<file path="src/rtl/pipe_sequencer.sv">
// pipe_sequencer: run-control FSM plus load-use stall and branch-flush generation
// for the IF/ID and ID/EX pipeline registers.
module pipe_sequencer #(
    parameter int REG_AW       = 3,
    parameter int DRAIN_CYCLES = 3,
    parameter int CNT_W        = 16
) (
    input  logic              clk,
    input  logic              rst,
    input  logic              start,
    input  logic              haltId,
    input  logic [REG_AW-1:0] idSrc1,
    input  logic [REG_AW-1:0] idSrc2,
    input  logic              idUse1,
    input  logic              idUse2,
    input  logic [REG_AW-1:0] exDst,
    input  logic              exRegWrite,
    input  logic              exMemRead,
    input  logic              branchTaken,
    output logic              pcEn,
    output logic              pcClear,
    output logic              ifIdEn,
    output logic              ifIdFlush,
    output logic              idExFlush,
    output logic              running,
    output logic              halted,
    output logic [CNT_W-1:0]  cycleCnt,
    output logic [CNT_W-1:0]  stallCnt
);
    localparam logic [2:0] S_IDLE   = 3'd0;
    localparam logic [2:0] S_LAUNCH = 3'd1;
    localparam logic [2:0] S_RUN    = 3'd2;
    localparam logic [2:0] S_DRAIN  = 3'd3;
    localparam logic [2:0] S_HALTED = 3'd4;

    logic [2:0]       state_q, state_d;
    logic [3:0]       drain_q, drain_d;
    logic [CNT_W-1:0] cycle_q, cycle_d, stall_q, stall_d;
    logic [CNT_W-1:0] cycle_inc, stall_inc;
    logic             hazard;

    assign hazard = exMemRead & exRegWrite &
                    ((idUse1 & (idSrc1 == exDst)) | (idUse2 & (idSrc2 == exDst)));
    assign cycle_inc = (&cycle_q) ? cycle_q : cycle_q + CNT_W'(1);
    assign stall_inc = (&stall_q) ? stall_q : stall_q + CNT_W'(1);

    always_comb begin
        state_d   = state_q;
        drain_d   = drain_q;
        cycle_d   = cycle_q;
        stall_d   = stall_q;
        pcEn      = 1'b0;
        pcClear   = 1'b0;
        ifIdEn    = 1'b0;
        ifIdFlush = 1'b1;
        idExFlush = 1'b1;
        case (state_q)
            S_IDLE, S_HALTED: state_d = start ? S_LAUNCH : state_q;
            S_LAUNCH: begin
                pcClear = 1'b1;
                cycle_d = '0;
                stall_d = '0;
                state_d = S_RUN;
            end
            S_RUN: begin
                cycle_d   = cycle_inc;
                pcEn      = 1'b1;
                ifIdEn    = 1'b1;
                ifIdFlush = 1'b0;
                idExFlush = 1'b0;
                // a taken branch squashes whatever sits in ID, hazard or halt
                if (branchTaken) begin
                    ifIdFlush = 1'b1;
                    idExFlush = 1'b1;
                end else if (hazard) begin
                    pcEn      = 1'b0;
                    ifIdEn    = 1'b0;
                    idExFlush = 1'b1;
                    stall_d   = stall_inc;
                end else if (haltId) begin
                    pcEn      = 1'b0;
                    ifIdFlush = 1'b1;
                    drain_d   = 4'(DRAIN_CYCLES);
                    state_d   = S_DRAIN;
                end
            end
            S_DRAIN: begin
                cycle_d   = cycle_inc;
                ifIdEn    = 1'b1;
                idExFlush = 1'b0;
                drain_d   = drain_q - 4'd1;
                state_d   = (drain_q == 4'd1) ? S_HALTED : S_DRAIN;
            end
            default: state_d = S_IDLE;
        endcase
    end

    always_ff @(posedge clk or negedge rst) begin
        if (!rst) begin
            state_q <= S_IDLE;
            drain_q <= '0;
            cycle_q <= '0;
            stall_q <= '0;
        end else begin
            state_q <= state_d;
            drain_q <= drain_d;
            cycle_q <= cycle_d;
            stall_q <= stall_d;
        end
    end

    assign running  = (state_q == S_RUN) | (state_q == S_DRAIN);
    assign halted   = state_q == S_HALTED;
    assign cycleCnt = cycle_q;
    assign stallCnt = stall_q;
endmodule

</file>
<file path="config.mk">
export PLATFORM = sky130hd
export DESIGN_NAME = pipe_sequencer
export DESIGN_NICKNAME = d
export VERILOG_FILES = /design/src/rtl/pipe_sequencer.sv
export SDC_FILE = /design/constraint.sdc
export NUM_CORES = 1
export LEC_CHECK = 0
export ABC_AREA = 0
export CORE_MARGIN = 2
export CORE_UTILIZATION = 50
export CTS_CLUSTER_SIZE = 40
export DETAILED_ROUTE_END_ITERATION = 12
export DONT_BUFFER_PORTS = 1
export PLACE_DENSITY = 0.76
export REMOVE_ABC_BUFFERS = 1
export SLEW_MARGIN = 20
export SYNTH_ARGS = -nofsm -noshare
export SYNTH_HDL_FRONTEND = slang
export SYNTH_SLANG_ARGS = --single-unit
</file>
<file path="constraint.sdc">
create_clock -name clk -period 5.11 [get_ports clk]
set_input_delay 0.511 -clock clk [delete_from_list [all_inputs] [get_ports clk]]
set_output_delay 0.511 -clock clk [all_outputs]
set_load 0.1 [all_outputs]
</file>
# After elaboration in Yosys (flattened, before gate mapping)
# Cells that the tools add are included.
[word_totals]
in_bits = 18
out_inout_bits = 39
reg_bits = 39
[classes]
eq_ne = 14
add_sub_neg = 3
n_bitwise = 6
n_reduce_logical = 12
n_mux = 31
[ops]
columns = ["operator", "n"]
rows = [
  ["$mux 16", 4],
  ["$pmux 16 s2", 2],
  ["$add 16x1->16 const B", 2],
  ["$reduce_and 16->1", 2],
  ["$mux 3", 5],
  ["$ne 2x2->1 const B", 7],
  ["$mux 1", 13],
  ["$mux 4", 3],
  ["$pmux 3 s4", 1],
  ["$reduce_and 4->1", 3],
  ["$pmux 4 s2", 1],
  ["$eq 3x2->1 const B", 2],
  ["$eq 3x3->1", 2],
  ["$reduce_bool 2->1", 3],
  ["$and 1x1->1", 4],
  ["$eq 4x1->1 const B", 1],
  ["$pmux 1 s2", 2],
  ["$reduce_or 2->1", 2],
  ["$sub 4x1->4 const B", 1],
  ["$eq 3x1->1 const B", 1],
  ["$eq 3x3->1 const B", 1],
  ["$logic_not 3->1", 1],
  ["$or 1x1->1", 2],
  ["$reduce_and 2->1", 1],
]

# Depth between registers and ports, before layout
# Gate-level depths: netlist of the first run.
[depth]
ltp_word = 7
ltp_mapped = 8
ltp_nobuf = 7

# Least setup slack after synthesis of the first run
# Ideal clock, no wire load.
[synth_path]
kind = "flip-flop to output port"
from = "reg state_q[2]"
to = "out idExFlush"
path_stages_with_launch = 6
path_buffers = 2
t_required_ps = 4599
arrival_ps = 3333
slack_ps = 1266
path_cell_list = "dfrtp_1 -> nand2b_1 -> buf_6 -> inv_2 -> clkbuf_1 -> o21ai_0"
[synth_between]
elab_chain_len = 2
word_cells_on_any_way = 3
classes_between = "eq/ne: 2; mux: 1"
[synth_lines]
columns = ["item", "line", "rtl"]
rows = [
  ["start, declared", "36", "logic [2:0] state_q, state_d;"],
  ["start signal, assigned", "105", "state_q <= state_d;"],
  ["$eq 3x2->1", "57", "case (state_q)"],
  ["$pmux 1 s2 (*)", "57", ""],
  ["end, declared", "24", "output logic idExFlush,"],
]
# Every way passes the cells marked *; elsewhere a longest branch is shown, timed or not.

# Final worst setup path of the first run
[layout_path]
from = "reg state_q[2]"
to = "out pcEn"
[layout_between]
elab_chain_len = 2
[layout_lines]
columns = ["item", "line", "rtl"]
rows = [
  ["$eq 3x2->1", "57", ""],
  ["$mux 1", "57", ""],
  ["end, declared", "20", "output logic pcEn,"],
]
# Every way passes these cells.

==> results of run 1 <==
cells in the mapped netlist (2+ instances only):
cell	count
a211o_1	3
a21bo_2	2
a21oi_1	4
a221o_1	2
a22oi_1	2
a2bb2oi_1	2
a31oi_1	2
and3_1	7
and4_1	2
buf_2	2
buf_6	3
clkbuf_1	5
dfrtp_1	39
ha_1	4
inv_1	7
inv_2	2
mux2_2	2
mux2i_1	3
nand2_1	18
nand2b_1	2
nand3_1	19
nand4_1	9
nor2_1	27
nor3_1	14
nor3_2	2
nor3b_1	4
nor4_1	4
o21ai_0	14
o22a_1	9
o31a_1	2
or4_1	2
xnor2_1	11
xor2_1	4
what timing repair did:
action                                 CTS  global route
setup endpoints to repair                0             0
hold buffers                             1             0
endpoints found under the hold margin   39             0
logic make-up after synthesis:
kind of cell	count (synthesis)
muxes	5
AOI/OAI and AO/OA	52
adders and majority gates	4
and+or+nand+nor	117
DFF	39
xor gates and xnor gates	15
buffers and inverters	20
layout by cell type, fill, tap and decap left out, types with 6 or more instances in the layout:
master    netlist  final
xnor2_1        11     11
dfrtp_1        39     39
nand4_1         9      9
o21ai_0        14     12
and3_1          7      7
nand2_1        18     18
inv_1           7      7
nor3_1         14     14
nand3_1        19     19
o22a_1          9      9
clkbuf_8        0      6
nor2_1         27     26
state kept, by name, summed over array words and instances (netlist names):
signal    flops
drain_q       4
cycleCnt     16
stallCnt     16
state_q       3
power by group through the flow:
| stage | Sequential [mW] | Combinational, mW | Clock, mW |
|---|---|---|---|
| 4_1_cts | 0.658 | 0.492 | 0.273 |
| 3_3_place_gp | 0.661 | 0.476 | 0 |
| 5_1_grt | 0.671 | 0.538 | 0.285 |
| 2_1_floorplan | 0.639 | 0.411 | 0 |
| 3_5_place_dp | 0.665 | 0.483 | 0 |
| 6_report | 0.658 | 0.491 | 0.266 |
routing by layer:
metal / up-vias / wire, um / GRT usage, %
li1: 931 / - / -
met1: 932 / 2148 / 27.07
met2: 45 / 2391 / 30.78
met3: 2 / 325 / 7.500
met4: 0 / 25 / 6.499
met5: - / 0 / 0
metrics by stage:
stage,setup WS (ns),power (mW),util [%],area (sq um),cells
4_1_cts,1.988,1.423,55.84,2465,302
3_5_place_dp,2.301,1.147,52.72,2327,293
6_report,1.980,1.415,55.84,2465,302
2_1_floorplan,1.430,1.050,-,2252,241
5_1_grt,1.843,1.494,55.84,2465,302
3_3_place_gp,2.356,1.137,52.72,2327,293
worst max-delay path: stages, from the launching register on:
cell	delay, ns
dfrtp_1	0.41
nand2b_1	0.32
nor2_1	0.74
o21a_1	0.86
area by class of cell:
type	count	area, sq um	share of cell area [%]
Multi-Input combinational cell	193	1252	50.81
Clock buffer	6	82.58	3.350
Timing Repair Buffer	1	20.02	0.8122
Tap cell	52	65.06	2.640
Sequential cell	39	975.9	39.59
Inverter	9	33.78	1.371
Clock inverter	2	35.03	1.421
path summary, 6_finish.rpt:
kind                                         start                  endpoint  slack (ns)  cells after the start
min in group clk                             start    state_q[2]$_DFFE_PN0P_        0.35                      1
max in group asynchronous                      rst  cycleCnt[10]$_DFFE_PN0P_        4.86                      1
setup / recovery            state_q[2]$_DFFE_PN0P_                      pcEn        1.98                      3
setup reg to reg           stallCnt[1]$_DFFE_PN0P_  stallCnt[11]$_DFFE_PN0P_        2.29                      6
hold reg to reg             state_q[2]$_DFFE_PN0P_    state_q[1]$_DFFE_PN0P_        0.48                      1
hold / removal                                 rst   cycleCnt[4]$_DFFE_PN0P_        0.05                      1
==> qor.yml, run 1 <==
gp_congestion: 0.8783
synth_compound_area_share_pct: 16.92
grt_max_degree: 40
vias: 1910
hold_path_class: "in2async"
cap_violations: 0
switchingPower_mw: 0.7621
area_growth_pct: 6.142
cp-end-kind: "output port"
io_pins: 57
status: "completed"
clk_pin_slew_worst_paths_ns: 0.08
synth_ff_type: "dfrtp_1"
dp_hpwl_mm: 3.533
synth_xor_area_share_pct: 5.657
muxShareOfSynthArea_pct: 2.263
core_sq_mm: 0.004414
fillCellCount: 364
yosys.area_share.adder_pct: 2.155
syn_inst: 252
initial_core_util_pct: 52.61
dr.pass1.iters: 4
critPathKind: "reg2out"
drive_gt1_share_pct: 10.00
grt_pass1_vias: 1758
drc_errors: 0
slew_headroom_pct: 26.25
synth_top_family_by_area: "simple AND/OR/NAND/NOR gates"
yosys.area_share.simple_pct: 26.51
p_leak_nw: 1.050
ys_seq_area_share_pct: 42.03
finalCriticalPeriod_ns: 3.130
required_ns: 4.60
fin_skew_ns: 0.01043
clock-sinks: 39
synth_top_area_share_pct: 42.03
pwr-share-seq_pct: 46.5
crit_arrival_ns: 2.62
routed_wl_mm: 4.890
cts_tree: "done"
post-cts-setup-buffers: 0
cts_htree_levels: 2
yosysTopAreaCell: "dfrtp_1"
combPwrFrac_pct: 34.7
cts_buffers: 5
ir_worst_vdd_mv: 0.2901
p_int_mw: 0.6532
power.density_mw_per_mm2: 574.2
nNetsFinal: 271
tns_ns: 0
ant_nets: 0
dieArea_sq_mm: 0.005206
rows: 24
grt_overflow: 0
die_x_um: 72.15
fmax_mhz: 319.5
grt_use_total_pct: 20.30
drt-initial-drc-count: 139
ys_ff_latch: 39
viasPerCell: 6.325
root_buffer: "clkbuf_8"
worst_slew_pin_slew_ns: 1.106
async_reset_ff_share_pct: 100.0
ys_warn_count: 0
synth.cell_area_sq_mm: 0.002322
synth_cell_types: 51
timing.hold.ws_ns: 0.05347
cts_buffer_depth: 2
ctsResizeCount: 0
clkPwrFrac_pct: 18.8
wire_per_inst_um: 16.19
syn_avg_cell_area_sq_um: 9.215
finalCritPeriodShare_pct: 61.26
die_h_um: 72.15
synth_edf_count: 0
yosys-top-cells-area: "dfrtp_1 (42%), nor2_1 (4.4%), xnor2_1 (4.1%)"
cp_max_fo: 12
rsz0062_at_grt: "false"
hold_viol: 0
insertion_delay_ns: 0.29
insertedDiodeCount: 0
cp-start-kind: "flip-flop"
drv_slew: 0
grt_pass1_wl_mm: 8.355
switching_share_pct: 53.85
io_buffers: 0
antenna_found_initial: 0
setup_viol: 0
Note: power is estimated with default switching activity, not from simulation.
==> inputs of run 2 (changes only) <==
- PLACE_DENSITY: 0.76 -> 0.79
- clock period: 5.11 -> 2.8 ns (I/O delays scaled with it)
==> qor.yml, run 2 (same netlist as run 1, synthesis figures left out) <==
grt_max_degree: 40  # unchanged
cap_violations: 0  # unchanged
rows: 24  # unchanged
grt_use_total_pct: 21.43  # was 20.30%
worst_slew_pin_slew_ns: 1.080  # was 1.106 ns
cts_buffers: 5  # unchanged
finalCriticalPeriod_ns: 2.297
placed_cell_area_sq_mm: 0.002613  # was 0.002327 sq mm
crit_slowest_cell: "dfrtp_1"  # was o21a_1
cp-startpoint: "state_q[2]$_DFFE_PN0P_"  # unchanged
gp_congestion: 0.8165  # was 0.8783
grt_overflow: 0  # unchanged
die_x_um: 72.15  # unchanged
io_buffers: 0  # unchanged
hold_viol: 0  # unchanged
tns_ns: 0  # unchanged
met2_usage_pct: 36.70  # was 30.78%
met3_usage_pct: 6.528  # was 7.500%
cts_buffer_depth: 2  # unchanged
fin_skew_ns: 0.003859  # was 0.01043 ns
insertedDiodeCount: 0  # unchanged
cts_htree_levels: 2  # unchanged
dieArea_sq_mm: 0.005206  # unchanged
drc_errors: 0  # unchanged
layout_common_cells: "dfrtp_1 (39), buf_4 (38), nor2_1 (26), nand3_1 (19), nand2_1 (18)"  # was dfrtp_1 (39), nor2_1 (26), nand3_1 (19), nand2_1 (18), nor3_1 (14)
ant_nets: 0  # unchanged
insertion_delay_ns: 0.28  # was 0.29 ns
cts_tree: "done"  # unchanged
fmax_mhz: 435.4
drv_slew: 0  # unchanged
setup_viol: 0  # unchanged
dr.pass1.iters: 4  # unchanged
status: "completed"  # unchanged
grt_pass1_wl_mm: 8.949  # was 8.355 mm
layout_setup_ws_ns: 0.5032  # was 1.980 ns
vias: 2041  # was 1910
routed_wl_mm: 5.183  # was 4.890 mm
antenna_found_initial: 0  # unchanged
wire_per_inst_um: 15.20  # was 16.19 um
post-cts-setup-buffers: 0  # unchanged
p_leak_nw: 1.244  # was 1.050 nW
met1_usage_pct: 25.99  # was 27.07%
fillCellCount: 370  # was 364
clock-sinks: 39  # unchanged
rsz0062_at_grt: "false"  # unchanged
post-place-ws_ns: 0.5233  # was 2.301 ns
root_buffer: "clkbuf_8"  # unchanged
power.density_mw_per_mm2: 968.2  # was 574.2 mW/mm^2
cp-start-kind: "flip-flop"  # unchanged
core_sq_mm: 0.004414  # unchanged
crit_chain: "nand2b_1 -> inv_2 -> nand2b_2 -> a31o_2 -> a22o_4 -> a221o_1"  # was nand2b_1 -> nor2_1 -> o21a_1
ir_worst_vdd_mv: 0.5248  # was 0.2901 mV
die_h_um: 72.15  # unchanged
area_growth_pct: 18.10  # was 6.142%
hold_path_class: "in2reg"  # was in2async
rr_startpoint: "state_q[2]$_DFFE_PN0P_"  # was stallCnt[1]$_DFFE_PN0P_
crit_arrival_ns: 2.46  # was 2.62 ns
slowest_delay_ns: 0.41  # was 0.86 ns
slew_headroom_pct: 27.99  # was 26.25%
cp-end-kind: "flip-flop"  # was output port
dp_hpwl_mm: 3.727  # was 3.533 mm
viasPerCell: 5.985  # was 6.325
cp_max_fo: 16  # was 12
critPathKind: "reg2reg"  # was reg2out
finalCritPeriodShare_pct: 82.03
top_usage_layer: "met2"  # unchanged
io_pins: 57  # unchanged
drt-initial-drc-count: 129  # was 139
clk_pin_slew_worst_paths_ns: 0.07  # was 0.08 ns
timing.hold.ws_ns: 0.09634  # was 0.05347 ns
final_common_cell: "dfrtp_1"  # unchanged
hp-start: "start"
initial_core_util_pct: 52.61  # unchanged
drive_gt1_share_pct: 21.45  # was 10.00%
required_ns: 2.97  # was 4.60 ns
final_area_sq_mm: 0.002743  # was 0.002465 sq mm
nNetsFinal: 310  # was 271
grt_pass1_vias: 2022  # was 1758
[run 2: path summary, 6_finish.rpt]
kind / end / slack (ns) / cells after the start
worst min-delay path: state_q[2]$_DFFE_PN0P_ / 0.1 / 1
worst min register to register: state_q[1]$_DFFE_PN0P_ / 0.48 / 1
min in group asynchronous: state_q[0]$_DFFE_PN0P_ / 0.46 / 2
worst max register to register: stallCnt[11]$_DFFE_PN0P_ / 0.50 / 6
max in group asynchronous: cycleCnt[11]$_DFFE_PN0P_ / 2.15 / 2
worst max-delay path: stallCnt[11]$_DFFE_PN0P_ / 0.50 / 6
[run 2: power by group]
group          switching (mW)  leakage (nW)  internal (mW)
Sequential              0.103         0.518          0.660
Combinational            1.11         0.674          0.367
Clock                   0.188        0.0515          0.225
[run 2: routing by layer]
metal  up-vias  wire, um
met2        57      2590
met5         -         0
li1       1001         -
met4         0        37
met3         5       332
met1       978      2223
[run 2: per-stage QoR]
step	total power, mW	util [%]	cells
after floorplan	1.916	-	241
after global placement	2.210	59.18	331
after detailed placement	2.229	59.18	331
after CTS	2.670	62.13	341
after global routing	2.815	62.13	341
final	2.655	62.13	341
[run 2: final cells by class]
cell class	count	area (sq um)	share of cell area, %
clock buffers	8	100.1	3.650
flip-flops and latches	39	975.9	35.58
well taps	52	65.06	2.372
inverters	9	33.78	1.232
multi-input cells	193	1252	45.67
repair buffers	40	315.3	11.50
[run 2: timing repair]
item,CTS,global route
resized for setup,0,0
setup endpoints to repair,0,0
hold buffers,2,0
endpoints found under the hold margin,39,0
[run 2: worst max-delay path, delay by kind of cell (launching register included)]
kind / cells / cell delay, ns
simple gates: 2 / 0.47
buf+inv: 1 / 0.26
compound gates: 3 / 1.04
flops: 1 / 0.41
